===== config.mk =====
export PLATFORM = sky130hd
export DESIGN_NAME = cache_memory
export DESIGN_NICKNAME = d
export VERILOG_FILES = /design/src/rtl/cache_memory.sv
export SDC_FILE = /design/constraint.sdc
export NUM_CORES = 2
export LEC_CHECK = 0
export BUFFER_PORTS_ARGS = -buffer_cell sky130_fd_sc_hd__buf_2
export CAP_MARGIN = 20
export CORE_MARGIN = 2
export CORE_UTILIZATION = 60
export DETAILED_ROUTE_END_ITERATION = 8
export PLACE_DENSITY = 0.76
export SETUP_SLACK_MARGIN = 0.15
export SYNTH_ARGS = -nofsm -noshare
export SYNTH_HDL_FRONTEND = slang
export SYNTH_SLANG_ARGS = --single-unit

===== constraint.sdc =====
create_clock -name CLK -period 38.9 [get_ports CLK]
set_clock_uncertainty 0.15 [all_clocks]
set_input_delay 3.89 -clock CLK [delete_from_list [all_inputs] [get_ports CLK]]
set_output_delay 3.89 -clock CLK [all_outputs]
set_load 0.02 [all_outputs]

===== src/rtl/cache_memory.sv =====
// Direct-mapped, write-through, write-allocate cache between a CPU word port and a line-wide RAM port.
// Optional macro CACHE_FAST_HIT_EN: read hits complete straight from IDLE using the live address.
module cache_memory (
  input  logic         CLK,
  input  logic         RESET,
  input  logic [13:0]  CPU_ADDR,
  input  logic         SIG_CPU_RD,
  input  logic         SIG_CPU_WR,
  input  logic [31:0]  CPU_OUT_DATA,
  input  logic [3:0]   CPU_B_VAL,
  input  logic [127:0] MI_OUT_DATA,
  input  logic         MI_SIG_RAM_ACK,
  output logic         ACK,
  output logic         SIG_RAM_RD,
  output logic         SIG_RAM_WR,
  output logic [137:0] MI_IN_DATA,
  output logic [31:0]  CPU_IN_DATA
);

  localparam int unsigned c_ADDR_OFFSET_SIZE = 4;
  localparam int unsigned c_ADDR_INDEX_SIZE  = 4;
  localparam int unsigned c_ADDR_TAG_SIZE    = 6;
  localparam int unsigned c_CPU_DATA_SIZE    = 32;
  localparam int unsigned c_B_VAL_SIZE       = 4;
  localparam int unsigned c_RAM_DATA_SIZE    = 128;
  localparam int unsigned LA_W    = c_ADDR_TAG_SIZE + c_ADDR_INDEX_SIZE;
  localparam int unsigned ADDR_W  = LA_W + c_ADDR_OFFSET_SIZE;
  localparam int unsigned ALIGN_W = ADDR_W - 2;
  localparam int unsigned MI_W    = c_RAM_DATA_SIZE + LA_W;
  localparam int unsigned LINES   = 1 << c_ADDR_INDEX_SIZE;

  typedef enum logic [1:0] {S_IDLE, S_LOOKUP, S_FILL, S_WRITE} state_t;

  state_t                       state_q, state_d;
  logic [ALIGN_W-1:0]           addr_q, addr_d;
  logic [c_CPU_DATA_SIZE-1:0]   wdata_q, wdata_d;
  logic [c_B_VAL_SIZE-1:0]      be_q, be_d;
  logic                         is_rd_q, is_rd_d;
  logic                         ack_q, ack_d;
  logic                         ram_rd_q, ram_rd_d;
  logic                         ram_wr_q, ram_wr_d;
  logic [MI_W-1:0]              mi_in_q, mi_in_d;
  logic [c_CPU_DATA_SIZE-1:0]   cpu_rd_q, cpu_rd_d;

  logic [LINES-1:0]             valid_q;
  logic [c_ADDR_TAG_SIZE-1:0]   tag_q  [LINES];
  logic [c_RAM_DATA_SIZE-1:0]   line_q [LINES];

  logic                         line_we_c;
  logic                         valid_set_c;
  logic [c_RAM_DATA_SIZE-1:0]   line_wdata_c;

  logic [c_ADDR_INDEX_SIZE-1:0] idx_c;
  logic [c_ADDR_TAG_SIZE-1:0]   tag_c;
  logic [1:0]                   word_c;
  logic [c_RAM_DATA_SIZE-1:0]   cur_line_c;
  logic [c_RAM_DATA_SIZE-1:0]   merged_c;
  logic                         hit_c;
  logic                         unused_addr_c;

  assign unused_addr_c = ^CPU_ADDR[1:0];

  assign tag_c      = addr_q[ALIGN_W-1 -: c_ADDR_TAG_SIZE];
  assign idx_c      = addr_q[c_ADDR_INDEX_SIZE+1:2];
  assign word_c     = addr_q[1:0];
  assign cur_line_c = line_q[idx_c];
  assign hit_c      = valid_q[idx_c] && (tag_q[idx_c] == tag_c);

  // Byte-enable merge of the latched write word into the indexed line
  always_comb begin
    merged_c = cur_line_c;
    for (int b = 0; b < int'(c_B_VAL_SIZE); b++) begin
      if (be_q[b]) merged_c[{word_c, 2'(b), 3'd0} +: 8] = wdata_q[8*b +: 8];
    end
  end

`ifdef CACHE_FAST_HIT_EN
  logic [c_ADDR_INDEX_SIZE-1:0] live_idx_c;
  logic                         live_hit_c;
  logic [c_CPU_DATA_SIZE-1:0]   live_word_c;
  assign live_idx_c  = CPU_ADDR[c_ADDR_OFFSET_SIZE +: c_ADDR_INDEX_SIZE];
  assign live_hit_c  = valid_q[live_idx_c] &&
                       (tag_q[live_idx_c] == CPU_ADDR[ADDR_W-1 -: c_ADDR_TAG_SIZE]);
  assign live_word_c = line_q[live_idx_c][{CPU_ADDR[3:2], 5'd0} +: 32];
`endif

  // Next-state and output logic
  always_comb begin
    state_d      = state_q;
    addr_d       = addr_q;
    wdata_d      = wdata_q;
    be_d         = be_q;
    is_rd_d      = is_rd_q;
    ack_d        = 1'b0;
    ram_rd_d     = ram_rd_q;
    ram_wr_d     = ram_wr_q;
    mi_in_d      = mi_in_q;
    cpu_rd_d     = cpu_rd_q;
    line_we_c    = 1'b0;
    valid_set_c  = 1'b0;
    line_wdata_c = merged_c;
    unique case (state_q)
      S_IDLE: begin
        if (SIG_CPU_RD || SIG_CPU_WR) begin
          addr_d  = CPU_ADDR[ADDR_W-1:2];
          wdata_d = CPU_OUT_DATA;
          be_d    = CPU_B_VAL;
          is_rd_d = SIG_CPU_RD;
`ifdef CACHE_FAST_HIT_EN
          if (SIG_CPU_RD && live_hit_c) begin
            cpu_rd_d = live_word_c;
            ack_d    = 1'b1;
          end else begin
            state_d = S_LOOKUP;
          end
`else
          state_d = S_LOOKUP;
`endif
        end
      end
      S_LOOKUP: begin
        if (hit_c && is_rd_q) begin
          cpu_rd_d = cur_line_c[{word_c, 5'd0} +: 32];
          ack_d    = 1'b1;
          state_d  = S_IDLE;
        end else if (hit_c) begin
          line_we_c = 1'b1;
          mi_in_d   = {merged_c, tag_c, idx_c};
          ram_wr_d  = 1'b1;
          state_d   = S_WRITE;
        end else begin
          mi_in_d  = {{c_RAM_DATA_SIZE{1'b0}}, tag_c, idx_c};
          ram_rd_d = 1'b1;
          state_d  = S_FILL;
        end
      end
      S_FILL: begin
        if (MI_SIG_RAM_ACK) begin
          line_we_c    = 1'b1;
          valid_set_c  = 1'b1;
          line_wdata_c = MI_OUT_DATA;
          ram_rd_d     = 1'b0;
          state_d      = S_LOOKUP;
        end
      end
      S_WRITE: begin
        if (MI_SIG_RAM_ACK) begin
          ram_wr_d = 1'b0;
          ack_d    = 1'b1;
          state_d  = S_IDLE;
        end
      end
      default: state_d = S_IDLE;
    endcase
  end

  always_ff @(posedge CLK) begin
    if (!RESET) begin
      state_q  <= S_IDLE;
      addr_q   <= '0;
      wdata_q  <= '0;
      be_q     <= '0;
      is_rd_q  <= 1'b0;
      ack_q    <= 1'b0;
      ram_rd_q <= 1'b0;
      ram_wr_q <= 1'b0;
      mi_in_q  <= '0;
      cpu_rd_q <= '0;
      valid_q  <= '0;
    end else begin
      state_q  <= state_d;
      addr_q   <= addr_d;
      wdata_q  <= wdata_d;
      be_q     <= be_d;
      is_rd_q  <= is_rd_d;
      ack_q    <= ack_d;
      ram_rd_q <= ram_rd_d;
      ram_wr_q <= ram_wr_d;
      mi_in_q  <= mi_in_d;
      cpu_rd_q <= cpu_rd_d;
      if (valid_set_c) valid_q[idx_c] <= 1'b1;
    end
  end

  // Tag and data arrays need no reset; valid bits gate every use
  always_ff @(posedge CLK) begin
    if (line_we_c) begin
      line_q[idx_c] <= line_wdata_c;
      tag_q[idx_c]  <= tag_c;
    end
  end

  assign ACK         = ack_q;
  assign SIG_RAM_RD  = ram_rd_q;
  assign SIG_RAM_WR  = ram_wr_q;
  assign MI_IN_DATA  = mi_in_q;
  assign CPU_IN_DATA = cpu_rd_q;

endmodule


**Word level (Yosys, flattened, before mapping)**

Memory sizes are Yosys's and may differ from the RTL's. A register that Yosys moved wholly into a read port is not among the register bits.
Index checks and enable logic that the tools add are counted.

- Add/sub/neg operators: 4
- Equality and inequality tests: 10
- Bitwise logic cells: 2
- Mux-type cells: 41
- Shifts and indexed selects: 9
- $lt $le $gt $ge: 2
- Reduce and logical (&&, ||, !) cells: 13

Operators with widths:

| operator | count |
|---|---|
| 128-bit 2-to-1 mux | 6 |
| 128-bit bitwise mux | 4 |
| 8-bit by 9-bit variable shift with 128-bit output, first input constant | 4 |
| 8-bit by 9-bit variable part select with 128-bit output | 4 |
| 138-bit 2-to-1 mux | 1 |
| 128-bit by 8-bit variable part select with 32-bit output | 1 |
| 7-bit negation with 9-bit output | 4 |
| 4-bit 2-to-1 mux | 4 |
| 16-bit OR | 1 |
| 1-bit 2-to-1 mux | 15 |
| 2-bit inequality test, second input constant | 6 |
| 2-bit 2-to-1 mux | 4 |
| 1-bit case mux with 2 select lines | 4 |
| 2-bit case mux with 4 select lines | 1 |
| 4-bit AND reduction | 2 |
| 6-bit equality test | 1 |
| 2-bit AND reduction | 3 |
| 4-bit by 5-bit < comparator with 1-bit output, second input constant | 1 |
| 1-bit binary-select mux with 4-bit select | 1 |
| 1-bit demux with 4-bit select | 1 |
| 2-bit equality test, second input constant | 2 |
| 4-bit by 1-bit >= comparator with 1-bit output, second input constant | 1 |
| 2-bit nonzero test | 2 |
| 1-bit logical AND | 3 |
| other kinds (5) | 5 |

- Input bits: 183
- Register bits: 240
- Memories: 2
- Bits in writable memories: 2144
- Logic and storage cells: 94

Memories:

| name | depth | width | rd ports | clocked after memory_dff | write ports | RTL line | text |
|---|---|---|---|---|---|---|---|
| line_q | 16 | 128 | 1 | 1 | 1 | 47 | `logic [c_RAM_DATA_SIZE-1:0] line_q [LINES];` |
| tag_q | 16 | 6 | 1 | 1 | 1 | 46 | `logic [c_ADDR_TAG_SIZE-1:0] tag_q [LINES];` |

**Longest topological paths before layout**

- Depth after elaboration: 12
- Mapped depth: 14

**Least setup slack after synthesis**

No wires, ideal clock.

- Kind: input port to flip-flop
- Start point: in MI_SIG_RAM_ACK
- End point: mem line_q[0][0] (enable)
- Path slack: 20910 ps
- Data arrival time: 16885 ps
- Setup time: 956 ps
- Path buffers: 0
- Stages: 3
- Data required time: 37794 ps
- Cell sequence: and2_0 > a31oi_1 > nor4_1

- Word-level cells in the longest chain between the ends: 4

RTL lines:

| item | RTL line | text |
|---|---|---|
| from (decl) | 12 | `input logic MI_SIG_RAM_ACK,` |
| 1-bit 2-to-1 mux | 138 | `if (MI_SIG_RAM_ACK) begin` |
| 1-bit case mux with 2 select lines | 102 | `unique case (state_q)` |
| 1-bit 2-to-1 mux | 187 | `if (line_we_c) begin` |
| 1-bit 2-to-1 mux (implied by the code) | 188 | `line_q[idx_c] <= line_wdata_c;` |
| to (decl) | 47 |  |

Every way passes these cells.

**Worst setup path in the final report**

- Start point: in MI_SIG_RAM_ACK
- End point: mem line_q[9][36] (enable)

The elaborated chain is that of the path after synthesis.

==> summary.md <==
| Metric | Value |
|---|---|
| H-tree Lvls | `4` |
| Synthesized netlist cell count | `4816` |
| Dpl ws | `between 30000 and 40000 ps` |
| Logic pwr share | `0.148` |
| Syn Area/Cell | `~19 um2` |
| Worst skew pair latency | `a little under 900 ps` |
| Asr flop ratio synth | `0` |
| Critical path's slowest cell | `buf_4` |
| DP HPWL | `approximately 160000 um` |
| Fill count | `around 9500` |
| P_sw | `1.62 mW` |
| CP endpoint kind | `register` |
| Placed inst area | `97700 um2` |
| Post-DRT Antenna Nets | `0` |
| Simple-gate share of the synthesized area | `0.0443` |
| Routed len/inst | `between 30 and 40 um` |
| Post-Syn Nets | `~5000` |
| Worst-Margin Slew | `1250 ps` |
| Root buffer cell | `clkbuf_16` |
| Pre-antenna DRT Iters | `7` |
| Hold slack | `around 310 ps` |
| Vias | `52900` |
| Initial antenna violation count | `16` |
| Clock transition at the registers of the reported paths | `around 60 ps` |
| Multi-input logic area | `around 23000 um2` |
| Initial core utilization | `0.605` |
| Post-CTS setup buffer count | `0` |
| Final min period | `between 7000 and 8000 ps` |
| Overflow after GRT | `0` |
| Worst setup SP type | `input pin` |
| Most instantiated cells after synthesis | `edfxtp_1 (2144), mux4_2 (680), nor2_1 (399), nand2_1 (364), dfxtp_1 (244)` |
| Final setup vio count | `0` |
| Register bit count reported by yosys | `about 2400` |
| Mux share of post-synthesis cell area | `0.173` |
| Die Y | `399 um` |
| Pwr Total | `just over 6 mW` |
| CP most frequent cell | `buf_4` |
| Clock tree buffer depth | `3` |
| Largest family of logic cells by synthesized area | `multiplexers` |
| Critical setup path kind | `in -> reg` |
| DR vias/cell | `between 7 and 8` |
| Sw frac | `0.266` |
| Register area share after synthesis | `0.741` |
| Post-layout net count | `between 5000 and 6000` |
| # hold bufs at CTS | `0` |
| Register Area | `a little under 70000 um2` |
| Ys flop type | `edfxtp_1` |
| Hold/Removal Path Class | `reg -> reg` |
| P_int | `4.47 mW` |
| Critical-path cell list | `buf_2 -> and2_4 -> a31oi_2 -> buf_4 -> nor3_2 -> buf_4 -> buf_12` |
| CP required | `about 40000 ps` |
| Placed Cells incl. Taps | `about 7000` |
| Post-synthesis cell type count | `45` |
| Core Area | `approximately 150000 um2` |
| Die area | `approximately 160000 um2` |
| Synth Cell Area | `93400 um2` |
| Drt drc | `0` |
| First-pass GRT wire length | `around 400000 um` |
| Clock group share of total power | `0.352` |
| Max-slew violations | `0` |
| Post-route setup slack | `31610 ps` |
| Seq pwr share | `0.500` |
| Initial drt markers | `between 8000 and 9000` |
| Clock Sinks | `2388` |
| Drt total wl | `approximately 280000 um` |
| Width of the die | `399 um` |
| Cell family with most CP delay | `buffers and inverters` |
| Synth Area in Adders | `0.00121` |
| Status | `completed` |
| GRT Overall Usage | `0.357` |
| Setup TNS | `0 ps` |
| Final cycle utilization of the critical path | `0.187` |
| Resize count post-CTS | `0` |
| # rows | `around 140` |
| Final hold vios | `0` |
| Top cell type's share of synthesized area | `0.689` |
| CTS tree | `yes` |
| Pwr per Cell Area | `58.1 nW/um2` |
| RSZ-0062 raised after global routing | `no` |
| Worst slew margin | `0.161` |
| XOR/XNOR Fraction of Synth Area | `0.000281` |
| IO Port Bufs | `353` |
| Vias in the first global route | `roughly 50000` |
| Post-synthesis compound-gate area fraction | `0.0258` |
| Fin cells | `between 7000 and 8000` |
| Post-route cell area | `roughly 100000 um2` |
| Final core utilization | `0.679` |
| Leakage power | `33.8 nW` |
| P&R area growth vs syn | `12.3%` |
| Yosys warning total | `0` |
| VDD IR-drop max | `0.0000545 V` |
| FMAX | `between 100 and 150 MHz` |
| Area contributors post-synth | `edfxtp_1 (69%), mux4_2 (16%), dfxtp_1 (5.2%), nor2_1 (1.6%), nand2_1 (1.5%)` |
| Worst Path Buf+Inv | `4` |
| TritonCTS Buffers | `225` |
| Critical path peak fanout | `88` |
| Post-synth EDFFs | `approximately 2100` |
| Largest net degree at the start of global routing | `roughly 140` |
| Critical path's largest stage delay | `approximately 990 ps` |
| RD Place Congestion | `0.877` |
| Max cap viols | `0` |
| Top-count cell post-synth | `edfxtp_1` |
| I/O pin cnt | `356` |
| Yosys top cell by area | `edfxtp_1` |
| Share of cells above drive strength 1 | `0.282` |
| CP arrival | `7610 ps` |
-- kinds of logic after synthesis --
family,after synthesis
flops,2388
simple gates,964
mux,765
compound gates,369
buf+inv,318
fa+ha+maj,9
xor+xnor,3
-- layout make-up --
type / instances / share of cell area
Clock inverter: 125 / 0.00949
Clock buffer: 297 / 0.0589
Sequential cell: 2388 / 0.660
Antenna cell: 7 / 0.000167
Timing Repair Buffer: 458 / 0.0266
Multi-Input combinational cell: 2110 / 0.220
Inverter: 10 / 0.000358
Tap cell: 2044 / 0.0244
-- worst min-delay path: cells and delay by family, from the launching register on --
family,cells,cell delay [ps]
multiplexers,1,50
AND/OR/NAND/NOR,1,50
flip-flops,1,310
-- worst paths after layout --
path	slack, ps	depth (start not counted)	end	startpoint
max	31610	7	line_q[9][36]	MI_SIG_RAM_ACK
min	310	2	MI_IN_DATA[4]	MI_IN_DATA[4]
max reg2reg	32130	10	line_q[9][36]	register
min reg2reg	310	2	MI_IN_DATA[4]	MI_IN_DATA[4]
-- metal layers --
| metal | global-route usage | part of all wire | routed length, um | vias to the layer above |
|---|---|---|---|---|
| met2 | 0.515 | 0.44 | 124000 | 4648 |
| met5 | 0 | 0.00049 | 138 | - |
| met3 | 0.147 | 0.17 | 47600 | 662 |
| met1 | 0.486 | 0.34 | 94800 | 27200 |
| li1 | - | - | - | 20400 |
| met4 | 0.156 | 0.052 | 14500 | 18 |
-- cell usage in the layout (no fill, tap or decap), types with 72 or more instances in the layout --
| cell | instances |
|---|---|
| dfxtp_1 | 238 |
| a22o_1 | 117 |
| clkbuf_16 | 231 |
| a21oi_1 | 72 |
| buf_2 | 352 |
| buf_4 | 86 |
| o21ai_0 | 129 |
| nand4_1 | 124 |
| mux4_2 | 680 |
| nand2_1 | 363 |
| mux2i_1 | 78 |
| nor2_1 | 398 |
| edfxtp_1 | 2144 |
-- registers in the layout, indices dropped and copies added (netlist names), 2 cells and up, named ones only --
register and count:
CPU_IN_DATA 32, line_q 2048, addr_q 12, state_q 2, be_q 4, MI_IN_DATA 138
valid_q 16, wdata_q 32, tag_q 96
-- power groups by stage --
stage          registers (mW)  logic [mW]  clock network (mW)
2_1_floorplan            3.07       0.535                   0
3_3_place_gp             3.10       0.842                   0
3_5_place_dp             3.10       0.866                   0
4_1_cts                  3.05       0.872                2.15
5_1_grt                  3.05       0.935                2.25
6_report                 3.05       0.902                2.14
No activity file was read; power rests on OpenSTA's default activity.
